**config.mk**
```make
export PLATFORM = sky130hd
export DESIGN_NAME = video_timing_gen
export DESIGN_NICKNAME = d
export VERILOG_FILES = /design/src/rtl/video_timing_gen.sv
export SDC_FILE = /design/constraint.sdc
export NUM_CORES = 1
export LEC_CHECK = 0
export ABC_AREA = 1
export BUFFER_PORTS_ARGS = -buffer_cell sky130_fd_sc_hd__buf_4
export CAP_MARGIN = 10
export CORE_MARGIN = 1.5
export CORE_UTILIZATION = 53
export DETAILED_ROUTE_END_ITERATION = 16
export PLACE_DENSITY = 0.8
export SLEW_MARGIN = 20
export SYNTH_ARGS = -nofsm -noshare
export SYNTH_HDL_FRONTEND = slang
export SYNTH_SLANG_ARGS = --single-unit
```
**constraint.sdc**
```tcl
create_clock -name clk_sys -period 3.65 [get_ports clk_sys]
set_input_delay 0.9125 -clock clk_sys [delete_from_list [all_inputs] [get_ports clk_sys]]
set_output_delay 0.9125 -clock clk_sys [all_outputs]
set_load 0.02 [all_outputs]
```
**src/rtl/video_timing_gen.sv**
```systemverilog
// Parametrised raster timing generator: H/V counters advanced by a pixel clock-enable,
// registered blanking/sync/DE/RGB outputs and per-frame adjustable sync position.
module video_timing_gen #(
    parameter int   H_TOTAL      = 456,
    parameter int   H_ACTIVE     = 336,
    parameter int   H_SYNC_START = 360,
    parameter int   H_SYNC_WIDTH = 24,
    parameter int   V_TOTAL      = 262,
    parameter int   V_ACTIVE     = 240,
    parameter int   V_SYNC_START = 244,
    parameter int   V_SYNC_WIDTH = 3,
    parameter int   HOFFS_W      = 5,
    parameter int   VOFFS_W      = 3,
    parameter int   RGB_W        = 8,
    parameter logic SYNC_POL     = 1'b0,
    localparam int  CNT_H        = $clog2(H_TOTAL),
    localparam int  CNT_V        = $clog2(V_TOTAL)
) (
    input  logic                      clk_sys,
    input  logic                      reset_n,
    input  logic                      ce_pix,
    input  logic signed [HOFFS_W-1:0] hoffs,
    input  logic signed [VOFFS_W-1:0] voffs,
    input  logic        [RGB_W-1:0]   rgb_in,
    output logic        [CNT_H-1:0]   hpos,
    output logic        [CNT_V-1:0]   vpos,
    output logic                      hblank,
    output logic                      vblank,
    output logic                      de,
    output logic                      hsync,
    output logic                      vsync,
    output logic        [RGB_W-1:0]   rgb_out,
    output logic                      line_start,
    output logic                      frame_start
);
    localparam int HW = CNT_H + 2;
    localparam int VW = CNT_V + 2;
    localparam logic [CNT_H-1:0] H_LAST = CNT_H'(H_TOTAL - 1);
    localparam logic [CNT_V-1:0] V_LAST = CNT_V'(V_TOTAL - 1);
    localparam logic [CNT_H-1:0] H_ACT  = CNT_H'(H_ACTIVE);
    localparam logic [CNT_V-1:0] V_ACT  = CNT_V'(V_ACTIVE);
    localparam logic signed [HW-1:0] H_TOT_S = HW'(H_TOTAL);
    localparam logic signed [HW-1:0] H_SS_S  = HW'(H_SYNC_START);
    localparam logic signed [HW-1:0] H_SW_S  = HW'(H_SYNC_WIDTH);
    localparam logic signed [VW-1:0] V_TOT_S = VW'(V_TOTAL);
    localparam logic signed [VW-1:0] V_SS_S  = VW'(V_SYNC_START);
    localparam logic signed [VW-1:0] V_SW_S  = VW'(V_SYNC_WIDTH);

    logic        [CNT_H-1:0]   hcnt_q, hcnt_d;
    logic        [CNT_V-1:0]   vcnt_q, vcnt_d;
    logic signed [HOFFS_W-1:0] hoffs_q;
    logic signed [VOFFS_W-1:0] voffs_q;
    logic                      hblank_q, vblank_q, de_q, hsync_q, vsync_q;
    logic        [RGB_W-1:0]   rgb_q;
    logic                      line_start_q, frame_start_q;

    logic                      h_last_s, v_last_s, hblank_s, vblank_s, de_s;
    logic signed [HW-1:0]      hoff_x_s, hs_raw_s, hs_b_s, hs_e_raw_s, hs_e_s, hcnt_x_s;
    logic signed [VW-1:0]      voff_x_s, vs_raw_s, vs_b_s, vs_e_raw_s, vs_e_s, vcnt_x_s;
    logic                      hs_in_s, vs_in_s;

    // Counter next-state and active-area decode
    always_comb begin
        h_last_s = (hcnt_q == H_LAST);
        v_last_s = (vcnt_q == V_LAST);
        if (h_last_s) begin
            hcnt_d = {CNT_H{1'b0}};
            vcnt_d = v_last_s ? {CNT_V{1'b0}} : vcnt_q + CNT_V'(1);
        end else begin
            hcnt_d = hcnt_q + CNT_H'(1);
            vcnt_d = vcnt_q;
        end
        hblank_s = (hcnt_q >= H_ACT);
        vblank_s = (vcnt_q >= V_ACT);
        de_s     = ~(hblank_s | vblank_s);
    end

    // Horizontal sync window; offset range keeps one TOTAL correction sufficient
    always_comb begin
        hoff_x_s = {{(HW-HOFFS_W){hoffs_q[HOFFS_W-1]}}, hoffs_q};
        hs_raw_s = H_SS_S + (hoff_x_s <<< 1);
        if (hs_raw_s[HW-1]) begin
            hs_b_s = hs_raw_s + H_TOT_S;
        end else if (hs_raw_s >= H_TOT_S) begin
            hs_b_s = hs_raw_s - H_TOT_S;
        end else begin
            hs_b_s = hs_raw_s;
        end
        hs_e_raw_s = hs_b_s + H_SW_S;
        if (hs_e_raw_s >= H_TOT_S) begin
            hs_e_s = hs_e_raw_s - H_TOT_S;
        end else begin
            hs_e_s = hs_e_raw_s;
        end
        hcnt_x_s = {2'b00, hcnt_q};
        if (hs_b_s <= hs_e_s) begin
            hs_in_s = (hcnt_x_s >= hs_b_s) && (hcnt_x_s < hs_e_s);
        end else begin
            hs_in_s = (hcnt_x_s >= hs_b_s) || (hcnt_x_s < hs_e_s);
        end
    end

    // Vertical sync window, same arithmetic on line numbers
    always_comb begin
        voff_x_s = {{(VW-VOFFS_W){voffs_q[VOFFS_W-1]}}, voffs_q};
        vs_raw_s = V_SS_S + (voff_x_s <<< 1);
        if (vs_raw_s[VW-1]) begin
            vs_b_s = vs_raw_s + V_TOT_S;
        end else if (vs_raw_s >= V_TOT_S) begin
            vs_b_s = vs_raw_s - V_TOT_S;
        end else begin
            vs_b_s = vs_raw_s;
        end
        vs_e_raw_s = vs_b_s + V_SW_S;
        if (vs_e_raw_s >= V_TOT_S) begin
            vs_e_s = vs_e_raw_s - V_TOT_S;
        end else begin
            vs_e_s = vs_e_raw_s;
        end
        vcnt_x_s = {2'b00, vcnt_q};
        if (vs_b_s <= vs_e_s) begin
            vs_in_s = (vcnt_x_s >= vs_b_s) && (vcnt_x_s < vs_e_s);
        end else begin
            vs_in_s = (vcnt_x_s >= vs_b_s) || (vcnt_x_s < vs_e_s);
        end
    end

    // Counters, frame-boundary offset latch and registered pixel outputs
    always_ff @(posedge clk_sys or negedge reset_n) begin
        if (!reset_n) begin
            hcnt_q        <= {CNT_H{1'b0}};
            vcnt_q        <= {CNT_V{1'b0}};
            hoffs_q       <= {HOFFS_W{1'b0}};
            voffs_q       <= {VOFFS_W{1'b0}};
            hblank_q      <= 1'b1;
            vblank_q      <= 1'b1;
            de_q          <= 1'b0;
            hsync_q       <= ~SYNC_POL;
            vsync_q       <= ~SYNC_POL;
            rgb_q         <= {RGB_W{1'b0}};
            line_start_q  <= 1'b0;
            frame_start_q <= 1'b0;
        end else begin
            line_start_q  <= 1'b0;
            frame_start_q <= 1'b0;
            if (ce_pix) begin
                hcnt_q   <= hcnt_d;
                vcnt_q   <= vcnt_d;
                hblank_q <= hblank_s;
                vblank_q <= vblank_s;
                de_q     <= de_s;
                rgb_q    <= de_s ? rgb_in : {RGB_W{1'b0}};
                hsync_q  <= hs_in_s ? SYNC_POL : ~SYNC_POL;
                line_start_q  <= (hcnt_q == {CNT_H{1'b0}});
                frame_start_q <= (hcnt_q == {CNT_H{1'b0}}) && (vcnt_q == {CNT_V{1'b0}});
                // Vertical sync moves only on line boundaries
                if (hcnt_q == {CNT_H{1'b0}}) begin
                    vsync_q <= vs_in_s ? SYNC_POL : ~SYNC_POL;
                end
                // New offsets take effect with the next frame only
                if (h_last_s && v_last_s) begin
                    hoffs_q <= hoffs;
                    voffs_q <= voffs;
                end
            end
        end
    end

    assign hpos        = hcnt_q;
    assign vpos        = vcnt_q;
    assign hblank      = hblank_q;
    assign vblank      = vblank_q;
    assign de          = de_q;
    assign hsync       = hsync_q;
    assign vsync       = vsync_q;
    assign rgb_out     = rgb_q;
    assign line_start  = line_start_q;
    assign frame_start = frame_start_q;

endmodule

```
==> results.py, run 1 <==
metrics = {
    "timing": {
        "fin_crit_sh": 1.04,
        "fin_ws_ns": -0.140,
        "setup_tns_ns": -0.140,
        "slew_violations": 0,
        "hold_violations": 0,
        "period_minus_slack_ns": 3.79,
        "worst_pin_slew_ns": 0.504,
        "slew_headroom": 0.664,
        "setup_violations": 1,
        "worst_clock_skew_ns": 0.0146,
        "rsz0062_at_grt": "true",
        "fmax_mhz": 264,
    },
    "logic_synthesis": {
        "synth_area_leader_cell": "dfrtp_1",
        "synth.cell_area_mm2": 0.00377,
        "synth_fp_nets": 565,
        "yosysSeqAreaShare": 0.273,
        "synth_edf_count": 0,
        "synth_cells": 488,
        "synth_cell_types": 43,
        "yosys-top-cells-count": "nand2_1 (85), inv_1 (78), ha_1 (58)",
        "ys.flop_type": "dfrtp_1",
        "synth_top_area_share": 0.245,
        "ys_ff_latch": 41,
        "avgSynthCellArea_um2": 7.73,
        "synth_most_common_cell": "nand2_1",
        "ys_top_cells_by_area": "dfrtp_1 (25%), ha_1 (19%), nand2_1 (8.5%), inv_1 (7.8%), a21oi_1 (3.8%)",
        "synthArstFlopShare": 1.00,
        "ys_warn_count": 0,
    },
    "detailed_routing": {
        "drt-initial-drc-count": 197,
        "first_pass_iters": 4,
        "drtAntennaViolNets": 0,
        "totalWireLength_um": 9220,
        "routed_via_density": 5.22,
        "via_count": 3486,
        "drc": 0,
        "routedWlPerCell_um": 13.8,
    },
    "die": {
        "die_w_um": 87.4,
        "die_area_mm2": 0.00763,
        "dieHeight_um": 87.4,
        "num_rows": 30,
        "ioPinCount": 52,
        "coreArea_mm2": 0.00683,
        "initial_utilization": 0.552,
    },
    "global_route": {
        "grt-ovfl-total": 0,
        "grt_pass1_vias": 3345,
        "grt.total_usage": 0.253,
        "antenna_found_initial": 0,
        "grt_max_degree": 42,
        "grt_pass1_wl_um": 15500,
    },
    "place": {
        "port_buffers": 51,
        "place.gp.congestion": 0.887,
        "dpl.hpwl_um": 7010,
    },
    "pwr": {
        "peakVddDrop_mv": 0.440,
        "p_per_area_mw_per_mm2": 366,
        "finalPower_w": 0.00172,
        "leakagePower_nw": 2.55,
    },
    "clocking": {
        "htreeDepth": 2,
        "cts_hold_buffers": 0,
        "clk_pin_slew_ns": 0.09,
        "cts_made_buffers": 5,
        "clock_path_buffers": 2,
        "clk_latency_ns": 0.30,
        "clkSinkCount": 41,
        "cts_tree": "yes",
        "clk_root_buffer_cell": "clkbuf_8",
    },
    "critical_path": {
        "worstReg2RegEnd": "hsync",
        "reg2reg_depth": 28,
        "reg2reg_slack_ns": -0.14,
        "max_stage_delay_ns": 0.43,
        "crit_type": "reg2reg",
        "critPathSlowestCell": "dfrtp_2",
        "end_kind": "flip-flop",
        "crit_arrival_ns": 4.03,
        "cp-start-kind": "flip-flop",
        "r2r_start": "hoffs_q[2]",
        "critical_path_required_ns": 3.89,
        "path_max_fanout": 7,
    },
    "worst_hold_path": {
        "min_path_type": "reg2reg",
        "hold_path_depth": 2,
        "hold_start": "hsync",
        "hold_path_end": "hsync",
    },
    "finish": {
        "final_nets": 648,
        "layout-drive-gt1-share": 0.267,
        "area_delta_synth_final_pct": 24.9,
        "antenna_cells": 0,
    },
    "run_status": {
        "failed_checks": "setup timing",
        "status": "complete, but fails checks",
    },
    "flow_run": {
        "maxCapViolCount": 0,
    },
}
-- placed cells by master, fill, tap and decap left out, types with 3 or more instances in the layout --
cell type  count
nor2_1        34
o21ai_0       22
nand2_4       10
nand2_1       82
a32o_1         8
inv_2          7
ha_4           5
xor2_1        11
nand3_2        5
nor4_1         3
nor2_4         3
dfrtp_1       36
buf_4         80
o21ai_1        3
o21bai_1       3
nand2_2       15
nand4_1        7
nor3_1        11
dfstp_2        4
nand3_1       21
clkbuf_8       5
a21o_1         3
ha_1          53
a21oi_1       27
inv_1         76
xnor2_1        5
-- per-layer routing --
layer  global-route usage  wire length (um)  vias to the layer above
li1                     -                 -                     1754
met1                0.352              4420                     1632
met2                0.416              4290                       87
met3               0.0408               397                       13
met4               0.0491               107                        0
met5                    0                 0                        -
-- sequential cells by signal, summed over array words and instances, names as in the netlist --
name,count
de,1
frame_start,1
hblank,1
hoffs_q,5
hpos,9
hsync,1
line_start,1
rgb_out,8
vblank,1
voffs_q,3
vpos,9
vsync,1
-- per-stage QoR --
stage	worst slack (ns)	hold WS, ns	std cells	util	instance area (um^2)
floorplan	0.0404	0.501	488	-	3810
global placement	0.00770	0.457	655	0.655	4470
detailed placement	-0.0676	0.469	655	0.655	4470
CTS	0.000620	0.483	665	0.673	4600
global route	-0.387	0.504	668	0.690	4710
finish	-0.140	0.488	668	0.690	4710
-- where the power goes --
group          internal [W]  switching [W]  total (W)
Clock              0.000136       0.000162   0.000297
Sequential         0.000537       0.000149   0.000686
Combinational      0.000302       0.000437   0.000739
-- final cells by class --
cell class | count | area, um^2
Clock buffer | 5 | 68.8
Clock inverter | 3 | 21.3
Fill cell | 557 | 2120
Inverter | 86 | 325
Multi-Input combinational cell | 357 | 2540
Sequential cell | 41 | 1030
Tap cell | 96 | 120
Timing Repair Buffer | 80 | 601
-- cell families (layout without fill, tap and decap cells) --
| family | after synthesis | in the layout | share of synthesized area |
|---|---|---|---|
| AO/OA/AOI/OAI | 79 | 79 | 0.133 |
| other | 2 | 2 | 0.00199 |
| AND/OR/NAND/NOR | 198 | 198 | 0.258 |
| flip-flops | 41 | 41 | 0.273 |
| buffers and inverters | 90 | 174 | 0.0905 |
| XOR/XNOR | 20 | 20 | 0.0504 |
| adder cells (fa/ha/maj) | 58 | 58 | 0.192 |
-- timing repair --
item / CTS / global route
setup endpoints to repair: 1 / 2
pin swaps: 4 / 10
resized for setup: 5 / 15
gates cloned: 0 / 0
endpoints found under the hold margin: 0 / 0
setup buffers: 2 / 3
-- critical path: cells and delay by family (launching register included) --
kind,cells,cell delay [ns]
simple gates,15,1.18
compound gates,6,0.97
fa+ha+maj,4,0.87
flops,1,0.43
xor+xnor,1,0.17
buf+inv,2,0.10
-- worst max-delay path by stage --
stage / end / depth (start not counted) / start / slack [ns]
final: hsync / 28 / hoffs_q[2] / -0.14
after detailed placement: hsync / 29 / hoffs_q[2] / -0.07
after CTS: hsync / 31 / hoffs_q[2] / 0.0006
after global routing: hsync / 31 / hoffs_q[2] / -0.39
after floorplan: hsync / 31 / hoffs_q[2] / 0.04
after global placement: hsync / 28 / hoffs_q[2] / 0.008
No activity file was read; power rests on OpenSTA's default activity.
==> run 2: changes to the inputs <==
--- a/config.mk
+++ b/config.mk
@@ -8,10 +8,11 @@
 export ABC_AREA = 1
 export BUFFER_PORTS_ARGS = -buffer_cell sky130_fd_sc_hd__buf_4
 export CAP_MARGIN = 10
-export CORE_MARGIN = 1.5
-export CORE_UTILIZATION = 53
+export CORE_MARGIN = 3
+export CORE_UTILIZATION = 54
+export CTS_BUF_LIST = sky130_fd_sc_hd__clkbuf_8
 export DETAILED_ROUTE_END_ITERATION = 16
-export PLACE_DENSITY = 0.8
+export PLACE_DENSITY = 0.82
 export SLEW_MARGIN = 20
 export SYNTH_ARGS = -nofsm -noshare
 export SYNTH_HDL_FRONTEND = slang
==> run 2 against run 1 <==
  * The run still ends with setup timing left
  * Count of clock-buffer cells in the layout is the same
  * Total power shrank 0.82%
  * Via count grew 0.75%
  * Combinational power barely moved
  * Sequential share of layout area down 0.14 points
  * Worst setup slack better by 0.068 ns
  * Final cell count unchanged
  * Die area grew 5.1%
  * Sequential cell count stayed put
  * Critical path type unchanged
  * Highest routed layer unchanged
==> results.py, run 2 (synthesized netlist as in run 1, its figures left out) <==
metrics = {
    "critical_path": {
        "crit_family": "simple AND/OR/NAND/NOR gates",
        "path_buf_inv": 5,
        "worstReg2RegEnd": "hsync",
        "reg2reg_depth": 30,
        "end_kind": "flip-flop",
        "reg2reg_slack_ns": -0.07,
        "cp.depth": 30,
        "max_stage_delay_ns": 0.42,
        "critPathSlowestCell": "dfrtp_2",
        "crit_arrival_ns": 3.95,
        "crit_type": "reg2reg",
        "cp-start-kind": "flip-flop",
        "path_max_fanout": 7,
        "r2r_start": "hoffs_q[2]",
        "critical_path_required_ns": 3.88,
    },
    "flow_run": {
        "maxCapViolCount": 0,
    },
    "detailed_routing": {
        "routedWlPerCell_um": 14.1,
        "drc": 0,
        "drt-initial-drc-count": 191,
        "drtAntennaViolNets": 0,
        "totalWireLength_um": 9400,
        "first_pass_iters": 4,
        "routed_via_density": 5.26,
        "via_count": 3512,
    },
    "pwr": {
        "comb_power_share": 0.432,
        "clkPwrFrac": 0.168,
        "p_sw_w": 0.000737,
        "p_int_w": 0.000971,
        "peakVddDrop_mv": 0.331,
        "finalPower_w": 0.00171,
        "leakagePower_nw": 2.56,
        "seqPwrFrac": 0.400,
        "swShare": 0.432,
        "p_per_area_mw_per_mm2": 360,
    },
    "place": {
        "dp_slack_ns": -0.158,
        "place.gp.congestion": 0.972,
        "port_buffers": 51,
        "dpl.hpwl_um": 7270,
    },
    "clocking": {
        "clkSinkCount": 41,
        "clk_latency_ns": 0.30,
        "clk_pin_slew_ns": 0.08,
        "cts_made_buffers": 5,
        "clock_path_buffers": 2,
        "clk_root_buffer_cell": "clkbuf_8",
        "cts_tree": "yes",
        "htreeDepth": 2,
    },
    "die": {
        "coreArea_mm2": 0.00657,
        "dieHeight_um": 89.6,
        "ioPinCount": 52,
        "die_w_um": 89.6,
        "num_rows": 29,
        "initial_utilization": 0.574,
        "die_area_mm2": 0.00802,
    },
    "run_status": {
        "failed_checks": "setup timing",
        "status": "complete, but fails checks",
    },
    "timing": {
        "hold_violations": 0,
        "slew_violations": 0,
        "worst_pin_slew_ns": 0.507,
        "fmax_mhz": 269,
        "fin_crit_sh": 1.02,
        "period_minus_slack_ns": 3.72,
        "rsz0062_at_grt": "true",
        "slew_headroom": 0.662,
        "fin_ws_ns": -0.0717,
        "worst_clock_skew_ns": 0.00882,
        "setup_violations": 1,
    },
    "worst_hold_path": {
        "hold_start": "hsync",
        "min_path_type": "reg2reg",
        "hold_path_depth": 2,
        "hold_path_end": "hsync",
    },
    "finish": {
        "layout-drive-gt1-share": 0.277,
        "final_nets": 651,
        "mostFrequentLayoutCells": "nand2_1 (82), buf_4 (82), inv_1 (75)",
        "area_delta_synth_final_pct": 25.7,
        "antenna_cells": 0,
    },
    "global_route": {
        "antenna_found_initial": 0,
        "grt.total_usage": 0.248,
        "grt_pass1_vias": 3525,
        "grt_pass1_wl_um": 15700,
        "grt-ovfl-total": 0,
        "grt_max_degree": 42,
    },
}
[run 2: through the flow]
stage | instance area [um^2] | setup TNS, ns | hold slack [ns] | utilization | cells
detailed placement | 4450 | -0.158 | 0.468 | 0.678 | 650
global route | 4740 | -0.361 | 0.488 | 0.722 | 668
CTS | 4670 | -0.116 | 0.482 | 0.711 | 665
finish | 4740 | -0.0717 | 0.479 | 0.722 | 668
floorplan | 3810 | 0 | 0.501 | - | 488
global placement | 4450 | 0 | 0.464 | 0.678 | 650
[run 2: power by group through the flow]
stage               sequential (W)  clock [W]  combinational (W)
CTS                       0.000679   0.000296           0.000726
global placement          0.000680          0           0.000677
finish                    0.000684   0.000287           0.000737
detailed placement        0.000681          0           0.000715
global route              0.000696   0.000319           0.000836
floorplan                 0.000736          0           0.000372
[run 2: worst register-to-register path, delay by kind of cell, from the launching register on]
family                   cells  cell delay [ns]
AO/OA/AOI/OAI                4             0.60
XOR/XNOR                     1             0.16
adder cells (fa/ha/maj)      3             0.66
buffers and inverters        5             0.46
flip-flops                   1             0.42
AND/OR/NAND/NOR             17             1.36
[run 2: routing by layer]
metal	GRT usage	vias to the layer above	share of wire
li1	-	1758	-
met1	0.324	1624	0.45
met2	0.406	108	0.47
met3	0.0529	22	0.060
met4	0.0866	0	0.021
met5	0	-	0
[run 2: how the worst max path moves through the flow]
stage / startpoint / end / slack, ns
after floorplan: hoffs_q[2] / hsync / 0.04
after global placement: hoffs_q[2] / hsync / 0.04
after detailed placement: hoffs_q[2] / hsync / -0.16
after CTS: hoffs_q[2] / hsync / -0.12
after global routing: hoffs_q[2] / hsync / -0.36
final: hoffs_q[2] / hsync / -0.07
[run 2: what timing repair did]
item,CTS,global route
endpoints found under the setup margin,1,2
hold buffers,0,0
resized for setup,16,9
setup buffers,7,3
hold endpoints to repair,0,0
pin swaps,16,12
[run 2: layout make-up]
class                      count  area (um^2)
sequential                    41         1030
inverter                      86          325
fill                         471         1830
clock buffer                   5         68.8
multi-input combinational    357         2550
clock inverter                 3         17.5
timing repair buffer          83          627
tap                           93          116
==> run 3: changes to the inputs <==
--- a/config.mk
+++ b/config.mk
@@ -8,11 +8,11 @@
 export ABC_AREA = 1
 export BUFFER_PORTS_ARGS = -buffer_cell sky130_fd_sc_hd__buf_4
 export CAP_MARGIN = 10
-export CORE_MARGIN = 3
 export CORE_UTILIZATION = 54
 export CTS_BUF_LIST = sky130_fd_sc_hd__clkbuf_8
 export DETAILED_ROUTE_END_ITERATION = 16
 export PLACE_DENSITY = 0.82
+export SKIP_CTS_REPAIR_TIMING = 1
 export SLEW_MARGIN = 20
 export SYNTH_ARGS = -nofsm -noshare
 export SYNTH_HDL_FRONTEND = slang
==> constraint.sdc (replaced) <==
create_clock -name clk_sys -period 3.65 [get_ports clk_sys]
set_input_delay 0.9125 -clock clk_sys [delete_from_list [all_inputs] [get_ports clk_sys]]
set_output_delay 0.9125 -clock clk_sys [all_outputs]
set_load 0.005 [all_outputs]
==> run 3 against run 2 <==
  * The run still ends with setup timing left
  * Worst setup slack got worse by 0.12 ns
  * Clock power increased by 32%
  * Largest cell class unchanged
  * Critical path type unchanged
  * Clock skew is essentially flat
  * Utilization fell by 2.5 points
==> results.py, run 3 (synthesized netlist as in run 1, its figures left out) <==
metrics = {
    "timing": {
        "rsz0062_at_grt": "true",
        "fin_crit_sh": 1.05,
        "worst_pin_slew_ns": 0.525,
        "fin_ws_ns": -0.193,
        "hold_violations": 0,
        "slew_headroom": 0.650,
        "period_minus_slack_ns": 3.84,
        "worst_clock_skew_ns": 0.00862,
        "slew_violations": 0,
        "fmax_mhz": 260,
        "setup_violations": 1,
    },
    "detailed_routing": {
        "via_count": 3515,
        "first_pass_iters": 5,
        "routed_via_density": 5.38,
        "totalWireLength_um": 9340,
        "drt-initial-drc-count": 229,
        "drc": 0,
        "routedWlPerCell_um": 14.3,
        "drtAntennaViolNets": 0,
    },
    "run_status": {
        "status": "complete, but fails checks",
        "failed_checks": "setup timing",
    },
    "place": {
        "port_buffers": 51,
        "dpl.hpwl_um": 7280,
        "place.gp.congestion": 0.919,
        "dp_cells": 641,
        "place_area_mm2": 0.00447,
        "dp_slack_ns": -0.188,
    },
    "clocking": {
        "clk_pin_slew_ns": 0.08,
        "clkSinkCount": 41,
        "htreeDepth": 2,
        "clk_root_buffer_cell": "clkbuf_8",
        "cts_made_buffers": 5,
        "clk_latency_ns": 0.29,
        "clock_path_buffers": 2,
        "cts_tree": "yes",
    },
    "finish": {
        "antenna_cells": 0,
        "layout_commonest_cell": "nand2_1",
        "fin_area_mm2": 0.00471,
        "layout-drive-gt1-share": 0.262,
        "fill_cells": 549,
        "final_nets": 649,
        "layout.cells.non_filler": 653,
        "area_delta_synth_final_pct": 24.8,
        "mostFrequentLayoutCells": "nand2_1 (83), buf_4 (81), inv_1 (78)",
        "seqCellArea_mm2": 0.00103,
        "multi_input_area_mm2": 0.00252,
    },
    "global_route": {
        "grt_pass1_vias": 3378,
        "grt-ovfl-total": 0,
        "antenna_found_initial": 0,
        "grt_pass1_wl_um": 15600,
        "grt.total_usage": 0.265,
        "grt_max_degree": 42,
    },
    "flow_run": {
        "maxCapViolCount": 0,
    },
    "pwr": {
        "p_per_area_mw_per_mm2": 363,
        "leakagePower_nw": 2.57,
        "peakVddDrop_mv": 0.411,
        "finalPower_w": 0.00171,
    },
    "die": {
        "dieHeight_um": 85.6,
        "coreArea_mm2": 0.00676,
        "ioPinCount": 52,
        "die_w_um": 85.6,
        "num_rows": 30,
        "die_area_mm2": 0.00732,
        "initial_utilization": 0.558,
    },
    "critical_path": {
        "crit_arrival_ns": 4.07,
        "cp-start-kind": "flip-flop",
        "crit_type": "reg2reg",
        "path_max_fanout": 7,
        "end_kind": "flip-flop",
        "critical_path_required_ns": 3.88,
    },
    "worst_hold_path": {
        "min_path_type": "reg2reg",
    },
}
run 3: cell types whose count changed in the layout (fill, tap and decap cells not counted), sizes merged:
cell,before,now
buf,83,81
bufinv,0,1
clkbuf,5,6
clkinv,4,2
clkinvlp,1,0
inv,84,85
run 3: final cells by class:
type,count,share of cell area
clock buffers,6,0.0175
inverters,86,0.0691
flip-flops and latches,41,0.219
repair buffers,81,0.129
multi-input cells,357,0.536
well taps,80,0.0213
clock inverters,2,0.00718
run 3: through the flow:
stage	setup TNS (ns)	utilization	hold slack (ns)
final	-0.193	0.697	0.473
after global routing	-0.451	0.697	0.496
after CTS	-0.208	0.679	0.475
after detailed placement	-0.188	0.661	0.461
after global placement	0	0.661	0.458
after floorplan	0	-	0.457
run 3: worst paths after layout:
| check | start | end | slack [ns] | depth (start not counted) |
|---|---|---|---|---|
| worst max-delay path | hoffs_q[2] | hsync | -0.19 | 27 |
| worst min-delay path | hsync | hsync | 0.47 | 2 |
| worst max register to register | hoffs_q[2] | hsync | -0.19 | 27 |
| worst min register to register | hsync | hsync | 0.47 | 2 |
| max in group asynchronous | reset_n | hoffs_q[2] | 2.67 | 1 |
| min in group asynchronous | reset_n | rgb_out[7] | 0.59 | 1 |
run 3: critical path, cell delays in order (launching register included):
cell and delay (ns):
dfrtp_2 0.43, ha_4 0.17, ha_4 0.26, inv_2 0.04, a21oi_2 0.16, ha_2 0.21
o21bai_4 0.17, nand2_2 0.10, nand2_4 0.08, inv_2 0.06, nand3_1 0.15, nand2_4 0.07
buf_4 0.14, xnor2_1 0.14, nand3_1 0.16, nand2_2 0.14, ha_4 0.21, nand4_1 0.10
o21ai_1 0.07, o31ai_1 0.26, nand2_1 0.09, a21o_1 0.16, nand2_1 0.08, nand2_2 0.06
o21ai_1 0.12, inv_1 0.05, nand2_1 0.05, nand2_1 0.05
run 3: power by group:
part,internal (W),switching [W]
registers,0.000537,0.000149
clock network,0.000220,0.000158
logic,0.000297,0.000348
total,0.00105,0.000655
run 3: routing by layer:
metal	global-route usage	routed length, um
met1	0.368	4240
met2	0.452	4470
met3	0.0279	511
met4	0.0500	119
met5	0	0
